## config.mk

```make
export PLATFORM = sky130hd
export DESIGN_NAME = ram_port_arbiter
export DESIGN_NICKNAME = d
export VERILOG_FILES = /design/src/rtl/ram_port_arbiter.sv
export SDC_FILE = /design/constraint.sdc
export NUM_CORES = 1
export LEC_CHECK = 0
export ABC_AREA = 1
export BUFFER_PORTS_ARGS = -buffer_cell sky130_fd_sc_hd__buf_4
export CORE_UTILIZATION = 39
export DETAILED_ROUTE_END_ITERATION = 8
export PLACE_DENSITY = 0.86
export SLEW_MARGIN = 10
export SYNTH_ARGS = -nofsm -noshare
export SYNTH_HDL_FRONTEND = slang
export SYNTH_SLANG_ARGS = --single-unit
```

## constraint.sdc

```tcl
create_clock -name clk -period 3 [get_ports clk]
set_input_delay 0.6 -clock clk [delete_from_list [all_inputs] [get_ports clk]]
set_output_delay 0.6 -clock clk [all_outputs]
set_load 0.05 [all_outputs]
```

## src/rtl/ram_port_arbiter.sv

```systemverilog
// Two-port round-robin front end for one single-port RAM, with a zero-fill walk after reset
// and a latency-matched tag pipe that steers read data back to the requesting port.
module ram_port_arbiter #(
    parameter int ADDRWIDTH      = 8,
    parameter int DATAWIDTH      = 16,
    parameter int RD_LATENCY     = 1,
    parameter int CLEAR_ON_RESET = 1
) (
    input  logic                 clk,
    input  logic                 rst_n,
    input  logic                 req_a,
    input  logic                 wr_a,
    input  logic [ADDRWIDTH-1:0] addr_a,
    input  logic [DATAWIDTH-1:0] wdata_a,
    output logic                 gnt_a,
    output logic                 rvalid_a,
    output logic [DATAWIDTH-1:0] rdata_a,
    input  logic                 req_b,
    input  logic                 wr_b,
    input  logic [ADDRWIDTH-1:0] addr_b,
    input  logic [DATAWIDTH-1:0] wdata_b,
    output logic                 gnt_b,
    output logic                 rvalid_b,
    output logic [DATAWIDTH-1:0] rdata_b,
    output logic                 ready,
    output logic                 mem_wr,
    output logic [ADDRWIDTH-1:0] mem_address,
    output logic [DATAWIDTH-1:0] mem_write_data,
    input  logic [DATAWIDTH-1:0] mem_read_data,
    output logic                 state_dbg
);

    typedef enum logic {ST_CLEAR = 1'b0, ST_RUN = 1'b1} state_t;

    localparam state_t                 RESET_STATE = (CLEAR_ON_RESET != 0) ? ST_CLEAR : ST_RUN;
    localparam logic [ADDRWIDTH-1:0]   LAST_ADDR   = '1;

    state_t                 state;
    state_t                 state_next;
    logic [ADDRWIDTH-1:0]   clr_cnt;
    logic                   last_b;
    logic                   run;
    logic                   push;
    logic [RD_LATENCY-1:0]  tag_valid;
    logic [RD_LATENCY-1:0]  tag_port;

    // Handshake: a request (req_x with stable wr/addr/wdata) is accepted in the cycle its
    // gnt_x is high; the requester keeps req_x up until then and may drop or reissue after.
    assign run   = (state == ST_RUN);
    assign gnt_a = run && req_a && (!req_b || last_b);
    assign gnt_b = run && req_b && !gnt_a;
    assign push  = (gnt_a && !wr_a) || (gnt_b && !wr_b);

    always_ff @(posedge clk or negedge rst_n) begin
        if (!rst_n) begin
            state <= RESET_STATE;
        end else begin
            state <= state_next;
        end
    end

    always_comb begin
        state_next = state;
        if (state == ST_CLEAR && clr_cnt == LAST_ADDR) begin
            state_next = ST_RUN;
        end
    end

    always_comb begin
        ready          = 1'b0;
        mem_wr         = 1'b0;
        mem_address    = '0;
        mem_write_data = '0;
        case (state)
            ST_CLEAR: begin
                mem_wr      = 1'b1;
                mem_address = clr_cnt;
            end
            ST_RUN: begin
                ready = 1'b1;
                if (gnt_a) begin
                    mem_wr         = wr_a;
                    mem_address    = addr_a;
                    mem_write_data = wdata_a;
                end else if (gnt_b) begin
                    mem_wr         = wr_b;
                    mem_address    = addr_b;
                    mem_write_data = wdata_b;
                end
            end
            default: ;
        endcase
    end

    always_ff @(posedge clk or negedge rst_n) begin
        if (!rst_n) begin
            clr_cnt <= '0;
        end else if (state == ST_CLEAR) begin
            clr_cnt <= clr_cnt + 1'b1;
        end
    end

    // last_b starts at 1 so the first tie after reset goes to port A.
    always_ff @(posedge clk or negedge rst_n) begin
        if (!rst_n) begin
            last_b <= 1'b1;
        end else if (gnt_a) begin
            last_b <= 1'b0;
        end else if (gnt_b) begin
            last_b <= 1'b1;
        end
    end

    always_ff @(posedge clk or negedge rst_n) begin
        if (!rst_n) begin
            tag_valid <= '0;
            tag_port  <= '0;
        end else begin
            tag_valid[0] <= push;
            tag_port[0]  <= gnt_b;
            for (int i = 1; i < RD_LATENCY; i++) begin
                tag_valid[i] <= tag_valid[i-1];
                tag_port[i]  <= tag_port[i-1];
            end
        end
    end

    assign rvalid_a  = tag_valid[RD_LATENCY-1] && !tag_port[RD_LATENCY-1];
    assign rvalid_b  = tag_valid[RD_LATENCY-1] &&  tag_port[RD_LATENCY-1];
    assign rdata_a   = mem_read_data;
    assign rdata_b   = mem_read_data;
    assign state_dbg = state;

endmodule

```

==> results.ini <==
[synthesis]
synth_compound_area_share_pct = 11.1
syn_avg_cell_area_um2 = 6.81
syn_inst = 197
synth_cell_types = 24
synth.top_cell.area_share_pct = 20.5
synth_top_family_by_area = simple AND/OR/NAND/NOR gates
synth_mux_area_share_pct = 0
synth_area_leader_cell = dfrtp_1
synth_xor_xnor_area_share_pct = 1.31
synth_simple_gate_area_share_pct = 32.4
synthTopCellsByArea = dfrtp_1 21%, buf_4 19%, nand2_1 16%
ys_warn_count = 0
synthAdderAreaFrac_pct = 0.933
synth_seq_cells = 12
syn-cell-area_mm2 = 0.00134
syn_nets = 268
ys_seq_area_share_pct = 22.5

[global_routing]
grt_pass1_wl_um = 5150
grt_overflow = 0
antenna_found_initial = 0
track_usage_pct = 18.8
grt_pass1_vias = 1201
grt_max_degree = 28

[sta]
slew_viol_final = 0
hold_ws_ns = 0.144
skew_ns = 0.00176
post-route-min-period_ns = 2.70
finalHoldViolations = 0
post-route-period-util_pct = 90.0
tightest_slew_ns = 0.665
slew_headroom_pct = 55.6
rsz0062_at_grt = no
finalSetupTns_ns = 0
setup_viol_count_final = 0
max_freq_mhz = 371

[floorplan]
num_io_pins = 133
start_util_pct = 42.5
die_h_um = 60.6
core-area_mm2 = 0.00315
chipWidth_um = 60.6
core.rowCount = 20
die_area_mm2 = 0.00368

[routing]
routed_wl_um = 3370
drtPass1Iterations = 6
via_per_inst = 4.54
antenna_left = 0
drt-initial-drc-count = 22
vias = 1317
wl_per_cell_um = 11.6
route.detailed.drc = 0

[clock_tree]
ctsResizeCount = 0
cts_setup_buffers = 0
numClockSinks = 12
clk_latency_ns = 0.28
clk_pin_slew_ns = 0.08
cts_max_path_buffers = 2
cts_tree = yes
cts_root_buf = clkbuf_4
cts_hold_buf = 0
numCtsBuffers = 3
htree_levels = 1

[placed_design]
place_hpwl_um = 2690
io_buffers = 84
place_congestion = 0.844
placed_area_mm2 = 0.00172

[pwr]
peakVddDrop_v = 0.000111
p_int_uw = 280
switching_power_uw = 76.5
clockPowerShare_pct = 37.1
p_leak_nw = 1.03
power_density_mw_per_mm2 = 203
p_seq_share_pct = 45.3
pwr-share-comb_pct = 17.5
swShare_pct = 21.5

[flow_run]
cap_violations = 0

[worst_setup_path]
critPathMaxFanout = 17
worstPathArrival_ns = 2.10
worst_setup_path_end_kind = output pin
startpoint_type = flop
reg2reg_from = state_dbg
required_ns = 2.40
cp-startpoint = state_dbg
worstSetupPathType = reg2out

[cells_and_area]
syn2layout_area_growth_pct = 31.1
stdcell_area_mm2 = 0.00176
num_antenna_cells = 0
nets = 318
drive_above_1_share_pct = 46.3

[status]
status = completed

[min_path]
hp-class = in2async

placed cells by master (no fill, tap or decap), types with 2 or more instances in the layout:
cell type and n:
dfrtp_1 11, nand3_1 16, nand3_2 8, o21ai_0 7, inv_1 29, buf_4 84, clkbuf_4 3, nor2_1 7
o21ai_2 10, nand2_2 2, nand2_1 56
worst max-delay path, cell delays in order, from the launching register on:
cell	delay [ns]
dfrtp_1	0.53
nand2_4	0.15
inv_1	0.04
nand2_1	0.26
nand2_2	0.33
o21ai_0	0.27
buf_4	0.23
stage by stage:
step           util [%]  cells  setup WS (ns)  power [mW]
2_1_floorplan         -    197          0.198       0.285
3_3_place_gp       54.6    286          0.523       0.226
3_5_place_dp       54.6    286          0.495       0.228
4_1_cts            55.8    290          0.268       0.359
5_1_grt            55.8    290          0.103       0.376
6_report           55.8    290          0.301       0.357
power by group through the flow:
stage | clock, mW | sequential [mW] | combinational, mW
6_report | 0.132 | 0.162 | 0.0625
4_1_cts | 0.134 | 0.162 | 0.0631
5_1_grt | 0.147 | 0.162 | 0.0679
2_1_floorplan | 0 | 0.165 | 0.120
3_3_place_gp | 0 | 0.165 | 0.0615
3_5_place_dp | 0 | 0.165 | 0.0627
synthesized netlist by cell type:
cell      count
buf_4        34
dfrtp_1      11
ha_1          1
nor2_1        7
or2_2         1
o21ai_0       7
inv_2         1
nand3_1      16
nand2_1      56
xnor2_1       1
o21ai_1       1
buf_6         4
a21oi_4       1
a21oi_1       1
xor2_1        1
o21ai_2      10
nand2_2       2
nand3b_1      1
buf_2         1
clkinv_4      1
inv_1        29
nand3_2       8
dfstp_2       1
nand2_4       1
worst paths after layout:
path / end / slack [ns] / cells past startpoint
setup / recovery: mem_write_data[3] / 0.30 / 6
hold / removal: clr_cnt[0] / 0.14 / 1
setup reg to reg: tag_valid / 1.33 / 5
hold reg to reg: clr_cnt[1] / 0.54 / 2
max in group asynchronous: last_b / 2.63 / 1
min in group clk: clr_cnt[1] / 0.54 / 2
cells by family (layout without fill, tap and decap cells):
| kind of cell | after synthesis | after routing |
|---|---|---|
| simple gates | 92 | 92 |
| buf+inv | 70 | 119 |
| compound gates | 20 | 20 |
| flops | 12 | 12 |
| xor+xnor | 2 | 2 |
| fa+ha+maj | 1 | 1 |
area by class of cell:
class	count	area, um^2
Multi-Input combinational cell	115	613
Clock buffer	4	36.3
Tap cell	44	55.1
Fill cell	318	1400
Sequential cell	12	302
Timing Repair Buffer	84	631
Inverter	31	121
routing by layer:
metal	up-vias	share of wire, %	track usage (%)
li1	668	-	-
met1	597	40	22.5
met2	39	53	30.9
met3	13	5.1	4.90
met4	0	2.3	10.4
met5	-	0	0
flip-flops by register name (all words and copies together), names as in the netlist:
signal / flops
tag_valid: 1
last_b: 1
state_dbg: 1
clr_cnt: 8
tag_port: 1
Note: power is estimated with default switching activity, not from simulation.
